## src/rtl/register_file_sb_pkg.sv

```systemverilog
// Shared widths and the hardwired-zero register address for decode,
// write-back and the register file itself.
package register_file_sb_pkg;

    localparam int RF_DATA_WIDTH = 16;
    localparam int RF_ADDR_WIDTH = 2;
    localparam int REG_ZERO      = 0;

    // True when the address is the hardwired zero register and that feature is on.
    function automatic logic is_zero_reg(input int addr, input bit zero_en);
        return zero_en && (addr == REG_ZERO);
    endfunction

endpackage

```

## src/rtl/register_file_sb_if.sv

```systemverilog
// Decode/write-back side of the register file: two read ports, two write
// ports, destination reservation and the hazard/conflict status.
interface register_file_sb_if #(
    parameter int DATA_WIDTH = 16,
    parameter int ADDR_WIDTH = 2
);
    logic [ADDR_WIDTH-1:0] RS;
    logic [ADDR_WIDTH-1:0] RT;
    logic [ADDR_WIDTH-1:0] RD;
    logic [DATA_WIDTH-1:0] WriteData;
    logic                  RegWrite;
    logic [ADDR_WIDTH-1:0] RD2;
    logic [DATA_WIDTH-1:0] WriteData2;
    logic                  RegWrite2;
    logic                  ReserveEn;
    logic [ADDR_WIDTH-1:0] ReserveAddr;
    logic [DATA_WIDTH-1:0] ReadRS;
    logic [DATA_WIDTH-1:0] ReadRT;
    logic                  BusyRS;
    logic                  BusyRT;
    logic                  WriteConflict;

    modport master (
        output RS, RT, RD, WriteData, RegWrite, RD2, WriteData2, RegWrite2,
               ReserveEn, ReserveAddr,
        input  ReadRS, ReadRT, BusyRS, BusyRT, WriteConflict
    );

    modport slave (
        input  RS, RT, RD, WriteData, RegWrite, RD2, WriteData2, RegWrite2,
               ReserveEn, ReserveAddr,
        output ReadRS, ReadRT, BusyRS, BusyRT, WriteConflict
    );

endinterface

```

## src/rtl/register_file_sb_scoreboard.sv

```systemverilog
// Per-register busy bits. A retiring write clears the bit, a decode
// reservation sets it; when both hit one register, set wins because a new
// producer has just been issued. Taps read the pre-edge busy state.
module rf_scoreboard
    import register_file_sb_pkg::*;
#(
    parameter int ADDR_WIDTH = RF_ADDR_WIDTH,
    parameter bit ZERO_REG   = 1'b0
) (
    input  logic                  Clock,
    input  logic                  Reset,
    input  logic                  clr_a_en,
    input  logic [ADDR_WIDTH-1:0] clr_a_addr,
    input  logic                  clr_b_en,
    input  logic [ADDR_WIDTH-1:0] clr_b_addr,
    input  logic                  set_en,
    input  logic [ADDR_WIDTH-1:0] set_addr,
    input  logic [ADDR_WIDTH-1:0] tap0_addr,
    input  logic [ADDR_WIDTH-1:0] tap1_addr,
    output logic                  tap0_busy,
    output logic                  tap1_busy
);
    localparam int DEPTH = 2 ** ADDR_WIDTH;

    logic [DEPTH-1:0] busy_q;
    logic [DEPTH-1:0] busy_d;

    // Next busy vector: clears first, then set, then the zero register pinned low.
    always_comb begin
        busy_d = busy_q;
        if (clr_a_en) busy_d[clr_a_addr] = 1'b0;
        if (clr_b_en) busy_d[clr_b_addr] = 1'b0;
        if (set_en)   busy_d[set_addr]   = 1'b1;
        if (ZERO_REG) busy_d[REG_ZERO]   = 1'b0;
    end

    // Busy register, cleared asynchronously by reset.
    always_ff @(posedge Clock or posedge Reset) begin
        if (Reset) begin
            busy_q <= '0;
        end else begin
            busy_q <= busy_d;
        end
    end

    // Read taps come straight from the stored bits; a write in flight does not clear them early.
    always_comb begin
        tap0_busy = busy_q[tap0_addr];
        tap1_busy = busy_q[tap1_addr];
    end

endmodule

```

## src/rtl/register_file_sb.sv

```systemverilog
// Parametrised dual-write register file with optional write-to-read bypass,
// optional hardwired zero register and a busy scoreboard for hazard checks.
module register_file_sb
    import register_file_sb_pkg::*;
#(
    parameter int DATA_WIDTH = RF_DATA_WIDTH,
    parameter int ADDR_WIDTH = RF_ADDR_WIDTH,
    parameter bit ZERO_REG   = 1'b0,
    parameter bit BYPASS     = 1'b1
) (
    input logic               Clock,
    input logic               Reset,
    register_file_sb_if.slave rf
);
    localparam int DEPTH = 2 ** ADDR_WIDTH;

    logic [DATA_WIDTH-1:0] regs_q [DEPTH];
    logic [DATA_WIDTH-1:0] regs_d [DEPTH];
    logic                  conflict_q;
    logic                  conflict_d;
    logic                  wr_a_en;
    logic                  wr_b_en;
    logic [DATA_WIDTH-1:0] rs_data;
    logic [DATA_WIDTH-1:0] rt_data;
    logic                  busy_rs;
    logic                  busy_rt;

    // Effective write enables: writes aimed at the hardwired zero register are dropped.
    always_comb begin
        wr_a_en = rf.RegWrite  && !is_zero_reg(int'(rf.RD),  ZERO_REG);
        wr_b_en = rf.RegWrite2 && !is_zero_reg(int'(rf.RD2), ZERO_REG);
    end

    // Next array contents; port B is applied last so it wins a same-address collision.
    always_comb begin
        for (int i = 0; i < DEPTH; i++) begin
            regs_d[i] = regs_q[i];
        end
        if (wr_a_en) regs_d[rf.RD]  = rf.WriteData;
        if (wr_b_en) regs_d[rf.RD2] = rf.WriteData2;
        // The conflict flag looks at the raw enables so a clash on register 0 still reports.
        conflict_d = rf.RegWrite && rf.RegWrite2 && (rf.RD == rf.RD2);
    end

    // Register array and the one-cycle conflict flag.
    always_ff @(posedge Clock or posedge Reset) begin
        if (Reset) begin
            for (int i = 0; i < DEPTH; i++) begin
                regs_q[i] <= '0;
            end
            conflict_q <= 1'b0;
        end else begin
            for (int i = 0; i < DEPTH; i++) begin
                regs_q[i] <= regs_d[i];
            end
            conflict_q <= conflict_d;
        end
    end

    // Read muxes: array, then bypass (B over A), then zero-register and reset forcing.
    always_comb begin
        rs_data = regs_q[rf.RS];
        rt_data = regs_q[rf.RT];
        if (BYPASS) begin
            if (wr_a_en && (rf.RD  == rf.RS)) rs_data = rf.WriteData;
            if (wr_b_en && (rf.RD2 == rf.RS)) rs_data = rf.WriteData2;
            if (wr_a_en && (rf.RD  == rf.RT)) rt_data = rf.WriteData;
            if (wr_b_en && (rf.RD2 == rf.RT)) rt_data = rf.WriteData2;
        end
        // Reads during reset must not forward a write that reset is about to discard.
        if (is_zero_reg(int'(rf.RS), ZERO_REG) || Reset) rs_data = '0;
        if (is_zero_reg(int'(rf.RT), ZERO_REG) || Reset) rt_data = '0;
    end

    rf_scoreboard #(
        .ADDR_WIDTH (ADDR_WIDTH),
        .ZERO_REG   (ZERO_REG)
    ) u_scoreboard (
        .Clock      (Clock),
        .Reset      (Reset),
        .clr_a_en   (rf.RegWrite),
        .clr_a_addr (rf.RD),
        .clr_b_en   (rf.RegWrite2),
        .clr_b_addr (rf.RD2),
        .set_en     (rf.ReserveEn),
        .set_addr   (rf.ReserveAddr),
        .tap0_addr  (rf.RS),
        .tap1_addr  (rf.RT),
        .tap0_busy  (busy_rs),
        .tap1_busy  (busy_rt)
    );

    assign rf.ReadRS        = rs_data;
    assign rf.ReadRT        = rt_data;
    assign rf.BusyRS        = busy_rs;
    assign rf.BusyRT        = busy_rt;
    assign rf.WriteConflict = conflict_q;

endmodule

```

## src/flat_wrapper.sv

```systemverilog
// flat-port wrapper written by rule: the top's interface ports become plain ports
module register_file_sb_flat import register_file_sb_pkg::*;
#(
    parameter int DATA_WIDTH = RF_DATA_WIDTH,
    parameter int ADDR_WIDTH = RF_ADDR_WIDTH,
    parameter bit ZERO_REG   = 1'b0,
    parameter bit BYPASS     = 1'b1
)
  (Clock, Reset, rf_RS, rf_RT, rf_RD, rf_WriteData, rf_RegWrite, rf_RD2, rf_WriteData2, rf_RegWrite2, rf_ReserveEn, rf_ReserveAddr, rf_ReadRS, rf_ReadRT, rf_BusyRS, rf_BusyRT, rf_WriteConflict);
  register_file_sb_if #(.DATA_WIDTH(DATA_WIDTH), .ADDR_WIDTH(ADDR_WIDTH)) rf_i ();
  input logic Clock;
  input logic Reset;
  input wire logic [$bits(rf_i.RS)-1:0] rf_RS;
  input wire logic [$bits(rf_i.RT)-1:0] rf_RT;
  input wire logic [$bits(rf_i.RD)-1:0] rf_RD;
  input wire logic [$bits(rf_i.WriteData)-1:0] rf_WriteData;
  input wire logic [$bits(rf_i.RegWrite)-1:0] rf_RegWrite;
  input wire logic [$bits(rf_i.RD2)-1:0] rf_RD2;
  input wire logic [$bits(rf_i.WriteData2)-1:0] rf_WriteData2;
  input wire logic [$bits(rf_i.RegWrite2)-1:0] rf_RegWrite2;
  input wire logic [$bits(rf_i.ReserveEn)-1:0] rf_ReserveEn;
  input wire logic [$bits(rf_i.ReserveAddr)-1:0] rf_ReserveAddr;
  output wire logic [$bits(rf_i.ReadRS)-1:0] rf_ReadRS;
  output wire logic [$bits(rf_i.ReadRT)-1:0] rf_ReadRT;
  output wire logic [$bits(rf_i.BusyRS)-1:0] rf_BusyRS;
  output wire logic [$bits(rf_i.BusyRT)-1:0] rf_BusyRT;
  output wire logic [$bits(rf_i.WriteConflict)-1:0] rf_WriteConflict;
  assign rf_i.RS = rf_RS;
  assign rf_i.RT = rf_RT;
  assign rf_i.RD = rf_RD;
  assign rf_i.WriteData = rf_WriteData;
  assign rf_i.RegWrite = rf_RegWrite;
  assign rf_i.RD2 = rf_RD2;
  assign rf_i.WriteData2 = rf_WriteData2;
  assign rf_i.RegWrite2 = rf_RegWrite2;
  assign rf_i.ReserveEn = rf_ReserveEn;
  assign rf_i.ReserveAddr = rf_ReserveAddr;
  assign rf_ReadRS = rf_i.ReadRS;
  assign rf_ReadRT = rf_i.ReadRT;
  assign rf_BusyRS = rf_i.BusyRS;
  assign rf_BusyRT = rf_i.BusyRT;
  assign rf_WriteConflict = rf_i.WriteConflict;
  register_file_sb #(.DATA_WIDTH(DATA_WIDTH), .ADDR_WIDTH(ADDR_WIDTH), .ZERO_REG(ZERO_REG), .BYPASS(BYPASS)) u_core (.Clock(Clock), .Reset(Reset), .rf(rf_i));
endmodule
```

## config.mk

```make
export PLATFORM = sky130hd
export DESIGN_NAME = register_file_sb_flat
export DESIGN_NICKNAME = d
export VERILOG_FILES = /design/src/rtl/register_file_sb_pkg.sv /design/src/rtl/register_file_sb_if.sv /design/src/rtl/register_file_sb_scoreboard.sv /design/src/rtl/register_file_sb.sv /design/src/flat_wrapper.sv
export SDC_FILE = /design/constraint.sdc
export NUM_CORES = 1
export LEC_CHECK = 0
export CAP_MARGIN = 0
export CELL_PAD_IN_SITES_DETAIL_PLACEMENT = 1
export CELL_PAD_IN_SITES_GLOBAL_PLACEMENT = 2
export CORE_ASPECT_RATIO = 1.75
export CORE_UTILIZATION = 32
export CTS_CLUSTER_SIZE = 30
export DETAILED_ROUTE_END_ITERATION = 8
export HOLD_SLACK_MARGIN = 0.12
export PLACE_DENSITY = 0.88
export SYNTH_ARGS = -nofsm -noshare
export SYNTH_HDL_FRONTEND = slang
export SYNTH_SLANG_ARGS = --single-unit
```

## constraint.sdc

```tcl
create_clock -name Clock -period 4.7 [get_ports Clock]
set_clock_uncertainty 0.15 [all_clocks]
set_input_delay 0.94 -clock Clock [delete_from_list [all_inputs] [get_ports Clock]]
set_output_delay 0.94 -clock Clock [all_outputs]
set_load 0.005 [all_outputs]
```

; ---- Word-level counts from Yosys, hierarchy flattened
; Cells that the tools add are included.
[totals]
regBits = 69
latch_bits = 0
ram_bits = 0
romBits = 0
in_bits = 47
output_inout_bits = 35
memories = 0
[op_classes]
addsub = 0
multipliers = 0
div_mod_pow = 0
n_lt_le_gt_ge = 14
eq_ne = 5
n_shift = 0
n_mux = 33
bitwise = 9
reduce_logical = 11
[op_table]
columns = cell, count
row1 = $mux 16, 12
row2 = $bwmux 64, 2
row3 = $mux 64, 2
row4 = $bmux 16 s2, 2
row5 = $demux 16 s2, 2
row6 = $lt 2x3->1 const B, 5
row7 = $ge 3x3->1 const B, 4
row8 = $mux 4, 3
row9 = $not 2->3, 4
row10 = $logic_and 1x1->1, 11
row11 = $eq 2x2->1, 5
row12 = $and 4x4->4, 2
row13 = $not 4->4, 2
row14 = $demux 1 s2, 3
row15 = $ge 2x1->1 const B, 3
row16 = $lt 3x1->1 const B, 2
row17 = $mux 1, 5
row18 = $bmux 1 s2, 2
row19 = $or 4x4->4, 1

; ---- Depth between registers and ports, before layout
; Gate-level depths: netlist of run 1.
[logic_depth]
ltp_word = 11
mapped_depth = 6

; ---- By module
; A second synthesis of run 1 with hierarchy kept.
[unflattened]
hier_cells = 530
hier_area_um2 = 5724.2
[by_module_without_submodules]
columns = mod, n_inst, cells_per_inst, area_per_inst_um2
row1 = register_file_sb, 1, 507, 5456.5
row2 = rf_scoreboard, 1, 23, 267.8

; ---- Worst setup path after synthesis of run 1
; No wires, ideal clock.
[synth_path]
kind = in2out
from = input Reset
to = output rf_ReadRS[3]
arrival_time_ps = 3881
required_ps = 3610
slack_ps = -271
stages = 4
n_path_buf = 1
path_cell_list = inv_1 > clkbuf_1 > o41ai_1 > a31oi_2
[synth_between]
elab_chain_cells = 1
[synth_lines]
columns = element, line
row1 = from (decl), flat_wrapper.sv:12  ; input logic Reset;
row2 = $mux 16, register_file_sb.sv:71  ; if (is_zero_reg(int'(rf.RS), ZERO_REG) || Reset) rs_data = '0;
row3 = to (decl), flat_wrapper.sv:23  ; output wire logic [$bits(rf_i.ReadRS)-1:0] rf_ReadRS;
; No other way between the ends.

; ---- Worst setup path after layout of run 1
[layout_path]
from = input rf_RD[0]
to = output rf_ReadRT[7]
[layout_between]
elab_chain_cells = 5
[layout_lines]
columns = element, line
row1 = from (decl), flat_wrapper.sv:15  ; input wire logic [$bits(rf_i.RD)-1:0] rf_RD;
row2 = $eq 2x2->1, register_file_sb.sv:67  ; if (wr_a_en && (rf.RD == rf.RT)) rt_data = rf.WriteData;
row3 = $logic_and 1x1->1, register_file_sb.sv:67
row4 = $mux 16, register_file_sb.sv:67
row5 = $mux 16, register_file_sb.sv:68  ; if (wr_b_en && (rf.RD2 == rf.RT)) rt_data = rf.WriteData2;
row6 = $mux 16, register_file_sb.sv:72  ; if (is_zero_reg(int'(rf.RT), ZERO_REG) || Reset) rt_data = '0;
row7 = to (decl), flat_wrapper.sv:24  ; output wire logic [$bits(rf_i.ReadRT)-1:0] rf_ReadRT;
; No other way between the ends.

==> flow_summary.ini, run 1 <==
[synthesis]
synth_warnings = 0
async_flop_share_pct = 100.0
yosysMostFrequentCell = dfrtp_1
synth_top_area_share_pct = 31.00
synth_nets = 571
synth_common_cells = 69 x dfrtp_1, 64 x mux2i_1, 48 x a21oi_1, 48 x nor2_1
ys.flop_type = dfrtp_1
seq_area_frac_synth_pct = 31.00
synth_cell_type_count = 37
syn_area_mm2 = 0.005569
synthTopCellsByArea = dfrtp_1 31%, mux2i_1 12%, mux4_2 9.3%
synth_edf_count = 0
synth_top_area_cell = dfrtp_1
avgSynthCellArea_um2 = 10.63
synth-seq-cells = 69
synth_cells = 524

[global_routing]
antenna_found_initial = 0
grt_pass1_vias = 5839
grt_usage_pct = 25.62
grt_overflow = 0
grt_max_degree = 50
grt_pass1_wl_mm = 33.72

[worst_setup_path]
required_ns = 3.61
worst_setup_path_start_kind = input port
r2r_slack_ns = 3.69
rr_startpoint = u_core.regs_q[32]$_DFF_PP0_
worstSetupEndpointType = output port
cp.arrival_ns = 3.58
r2r-end = u_core.regs_q[32]$_DFF_PP0_
r2r_cells = 2
critPathKind = in -> out
crit_fanout = 16

[min_path]
hold_class = reg -> reg
min_from = u_core.u_scoreboard.busy_q[1]$_DFF_PP0_
min_to = u_core.u_scoreboard.busy_q[1]$_DFF_PP0_
worstHoldPathCells = 1

[drt]
dr.pass1.iters = 5
via_per_inst = 6.502
wl_mm = 22.02
ant_nets = 0
wl_per_cell_um = 26.69
dr_total_vias = 5364
drtIter0Drc = 502
remaining_drc_errors = 0

[sta]
slew_violations = 0
setup_viol = 0
fmax_mhz = 214.0
tightestPinTransition_ns = 1.222
hold_ws_ns = 0.4074
final_hold_viol_count = 0
rsz0062_at_grt = false
slew_headroom_pct = 18.15
period_share_pct = 99.42
period_needed_ns = 4.673
totalNegativeSetupSlack_ns = 0

[floorplan]
die_width_um = 101.7
rows = 63
start_util_pct = 32.86
die_h_um = 176.5
core-area_mm2 = 0.01695
die_area_mm2 = 0.01796
boundaryPins = 82

[place]
gp_congestion = 0.8624
place_hpwl_mm = 14.70
place_area_mm2 = 0.006606
port_buffers = 81

[clock_network]
clockBufferDepth = 2
cts_inserted_buffers = 9
hold_buffers = 0
h-tree-depth = 3
tritoncts = yes
worstSkewPairLatency_ns = 0.34
cts_sinks = 69
path_clk_slew_ns = 0.05
root_buffer = clkbuf_16

[layout]
filler_cell_count = 1874
area_growth_pct = 23.84
drive_gt1_share_pct = 18.23
nNetsFinal = 641
n_antenna_cell = 0
final_cell_area_mm2 = 0.006897

[run_status]
outcome = complete, no violations

[pwr]
power.leakage_nw = 2.723
vdd_drop_max_v = 0.0001205
cellPowerDensity_mw_per_mm2 = 323.7
total_power_mw = 2.232

[run]
maxCapViolCount = 0
-- sequential cells by signal (all words and copies together) (netlist names) --
| register | flops |
|---|---|
| u_core.regs_q | 64 |
| u_core.rf.WriteConflict | 1 |
| u_core.u_scoreboard.busy_q | 4 |
-- metrics by stage --
| stage | std cells | setup slack [ns] | utilization (%) |
|---|---|---|---|
| floorplan | 524 | 1.013 | - |
| global route | 825 | 0.01347 | 40.69 |
| detailed placement | 810 | 0.09583 | 38.98 |
| global placement | 810 | 0.1582 | 38.98 |
| finish | 825 | 0.02741 | 40.69 |
| CTS | 825 | 0.08717 | 40.63 |
-- worst max path at each step --
stage,from,end,slack [ns],cells past startpoint
3_3_place_gp,rf_RD[0],rf_ReadRS[7],0.16,5
6_report,rf_RD[0],rf_ReadRT[7],0.03,5
4_1_cts,rf_RD[0],rf_ReadRS[8],0.09,5
3_5_place_dp,rf_RD[0],rf_ReadRS[8],0.1,5
5_1_grt,rf_RD[0],rf_ReadRT[8],0.01,5
2_1_floorplan,Reset,rf_ReadRS[3],1.01,4
-- cells in the final DEF (no fill, tap or decap), types with 2 or more instances in the layout --
cell type         n
a21oi_1          48
a31oi_1          17
a31oi_2          15
buf_12            3
buf_4            38
clkbuf_1          2
clkbuf_16         9
clkbuf_8          3
clkdlybuf4s50_1  80
clkinv_2          2
dfrtp_1          69
inv_1             2
mux2i_1          64
mux4_1           11
mux4_2           23
nand2_1          18
nand3_1           2
nand3b_1          5
nand4_1          32
nor2_1           48
o21ai_0          18
o31ai_1          32
o41ai_1          32
or3_1             2
xnor2_2           2
xnor2_4           2
xor2_1            2
xor2_2            4
xor2_4            4
-- critical path: stages --
cell	delay, ns
clkdlybuf4s50_1	0.62
xnor2_2	0.92
nand4_1	0.19
a31oi_1	0.33
clkdlybuf4s50_1	0.58
-- layer usage --
layer | track usage (%) | vias to the layer above | share of wire (%)
met3 | 4.632 | 97 | 7.0
met2 | 41.50 | 332 | 49
met5 | 0 | - | 0
met4 | 17.45 | 0 | 5.7
li1 | - | 2217 | -
met1 | 30.38 | 2718 | 38
-- final cells by class --
type,count,area [um2],area share [%]
Multi-Input combinational cell,388,3440,49.87
Clock buffer,14,274.0,3.973
Clock inverter,1,5.005,0.07257
Tap cell,227,284.0,4.118
Timing Repair Buffer,122,1151,16.69
Inverter,4,16.27,0.2358
Sequential cell,69,1727,25.04
-- repair_timing --
item | 4_1_cts | 5_1_grt
endpoints found under the hold margin | 0 | 0
resized for setup | 0 | 1
setup endpoints to repair | 0 | 11
setup buffers | 0 | 0
-- where the power goes --
| part | internal (mW) | leakage, nW | total [mW] | switching [mW] |
|---|---|---|---|---|
| clock | 0.397 | 0.139 | 0.652 | 0.255 |
| sequential | 0.701 | 0.797 | 0.790 | 0.0889 |
| combinational | 0.388 | 1.79 | 0.791 | 0.402 |
-- cell families (layout without fill, tap and decap cells) --
kind of cell / after synthesis / count (layout) / synth area share, %
AO/OA/AOI/OAI: 164 / 164 / 20.89
AND/OR/NAND/NOR: 112 / 112 / 9.751
multiplexers: 98 / 98 / 25.99
flip-flops: 69 / 69 / 31.00
buffers and inverters: 67 / 141 / 7.526
XOR/XNOR: 14 / 14 / 4.831
(Power assumes the default switching activity.)
==> run 2, diff against run 1 <==
--- a/config.mk
+++ b/config.mk
@@ -6,10 +6,10 @@
 export NUM_CORES = 1
 export LEC_CHECK = 0
 export CAP_MARGIN = 0
-export CELL_PAD_IN_SITES_DETAIL_PLACEMENT = 1
-export CELL_PAD_IN_SITES_GLOBAL_PLACEMENT = 2
+export CELL_PAD_IN_SITES_DETAIL_PLACEMENT = 0
+export CELL_PAD_IN_SITES_GLOBAL_PLACEMENT = 1
 export CORE_ASPECT_RATIO = 1.75
-export CORE_UTILIZATION = 32
+export CORE_UTILIZATION = 39
 export CTS_CLUSTER_SIZE = 30
 export DETAILED_ROUTE_END_ITERATION = 8
 export HOLD_SLACK_MARGIN = 0.12
==> flow_summary.ini, run 2 (synthesis gave the netlist of run 1 again) <==
[run_status]
outcome = complete, no violations

[drt]
dr_total_vias = 5294
ant_nets = 0
drtIter0Drc = 678
wl_per_cell_um = 24.60
dr.pass1.iters = 6
drt-met1-wl_mm = 6.957
highest_layer = met4
wl_met2_mm = 9.522
wl_mm = 19.17
wl_met3_mm = 1.631
via_per_inst = 6.796
remaining_drc_errors = 0

[place]
place_hpwl_mm = 12.91
port_buffers = 81
dp_slack_ns = 0.1826
gp_congestion = 0.8440

[sta]
totalNegativeSetupSlack_ns = 0
slew_headroom_pct = 38.03
fmax_mhz = 219.9
period_share_pct = 96.75
final_hold_viol_count = 0
tightestPinTransition_ns = 0.9249
setup_viol = 0
rsz0062_at_grt = false
period_needed_ns = 4.547
slew_violations = 0
setup_ws_ns = 0.1526

[global_routing]
grt_usage_pct = 26.41
grt_pass1_wl_mm = 29.87
antenna_found_initial = 0
grt_max_degree = 34
grt_overflow = 0
grt_pass1_vias = 5420

[clock_network]
path_clk_slew_ns = 0.06
h-tree-depth = 3
post_cts_resized = 0
root_buffer = clkbuf_16
worstSkewPairLatency_ns = 0.34
post-cts-setup-buffer-count = 0
cts_inserted_buffers = 9
hold_buffers = 0
clockBufferDepth = 2
tritoncts = yes
cts_sinks = 69

[min_path]
min_from = u_core.u_scoreboard.busy_q[3]$_DFF_PP0_
worstHoldPathCells = 2
hold_class = reg -> reg
min_to = u_core.u_scoreboard.busy_q[3]$_DFF_PP0_

[layout]
largest_register_ffs = 64
nNetsFinal = 644
area_growth_pct = 22.65
largest-register = u_core.regs_q
drive_gt1_share_pct = 19.10
n_antenna_cell = 0
filler_cell_count = 1292
final_cell_mix = 80 x clkdlybuf4s50_1, 69 x dfrtp_1, 64 x mux2i_1, 48 x nor2_1, 48 x a21oi_1
postLayoutCoreUtil_pct = 49.11
mostFrequentLayoutCell = clkdlybuf4s50_1

[worst_setup_path]
r2r_cells = 2
crit_fanout = 16
worst_setup_path_start_kind = input port
r2r-end = u_core.regs_q[59]$_DFF_PP0_
rr_startpoint = u_core.regs_q[59]$_DFF_PP0_
r2r_slack_ns = 3.72
path_cells = clkdlybuf4s50_1, xnor2_2, nand4_1, a31oi_2, clkdlybuf4s50_1
cpMaxStageDelayCell = xnor2_2
cpMostUsedCell = clkdlybuf4s50_1
cp.arrival_ns = 3.46
critPathKind = in -> out
worstSetupEndpointType = output port
cpPeakStageDelay_ns = 0.83
required_ns = 3.61

[floorplan]
die_h_um = 160.1
rows = 57
die_area_mm2 = 0.01478
boundaryPins = 82
die_width_um = 92.33
core-area_mm2 = 0.01391
start_util_pct = 40.04

[run]
maxCapViolCount = 0

[pwr]
cellPowerDensity_mw_per_mm2 = 328.0
power.leakage_nw = 2.727
vdd_drop_max_v = 0.0001889
run 2: cell types whose count changed in the layout (fill, tap and decap cells not counted), moves of 2 or more:
cell	delta
buf_12	-3
clkbuf_1	-2
clkbuf_8	-2
buf_4	+6
clkinvlp_4	+3
run 2: worst max-delay path, delay by kind of cell:
family                    cells  cell delay (ns)
buffers and inverters         2             1.14
xor gates and xnor gates      1             0.83
AOI/OAI and AO/OA             1             0.28
and+or+nand+nor               1             0.26
run 2: how the worst max path moves through the flow:
stage	from	endpoint
global route	rf_RT[1]	rf_ReadRT[11]
detailed placement	rf_RT[1]	rf_ReadRT[0]
finish	rf_RD[0]	rf_ReadRS[3]
CTS	rf_RT[1]	rf_ReadRT[0]
floorplan	Reset	rf_ReadRS[3]
global placement	rf_RT[1]	rf_ReadRT[0]
run 2: where the power goes:
| group | switching, mW | leakage (nW) | internal (mW) |
|---|---|---|---|
| Clock | 0.269 | 0.140 | 0.423 |
| Combinational | 0.377 | 1.79 | 0.385 |
| Sequential | 0.0857 | 0.797 | 0.701 |
run 2: layer usage:
layer	vias to the layer above	global-route usage, %
li1	2221	-
met1	2563	31.77
met2	411	42.79
met3	99	4.810
met4	0	17.05
met5	-	0
run 2: cell type report:
type                    instances  area (um2)  share of cell area [%]
multi-input cells             388        3428                   50.19
flip-flops and latches         69        1727                   25.28
repair buffers                125        1136                   16.63
clock buffers                  10       239.0                   3.499
well taps                     177       221.5                   3.242
clock inverters                 6       62.56                  0.9159
inverters                       4       16.27                  0.2381
run 2: through the flow:
| step | power (mW) | std cells | hold WS (ns) | area, um2 |
|---|---|---|---|---|
| floorplan | 1.231 | 524 | 0.3277 | 5570 |
| global placement | 1.506 | 763 | 0.3535 | 6529 |
| detailed placement | 1.541 | 763 | 0.3918 | 6529 |
| CTS | 2.234 | 779 | 0.4037 | 6830 |
| global route | 2.324 | 779 | 0.4334 | 6830 |
| finish | 2.240 | 779 | 0.4054 | 6830 |
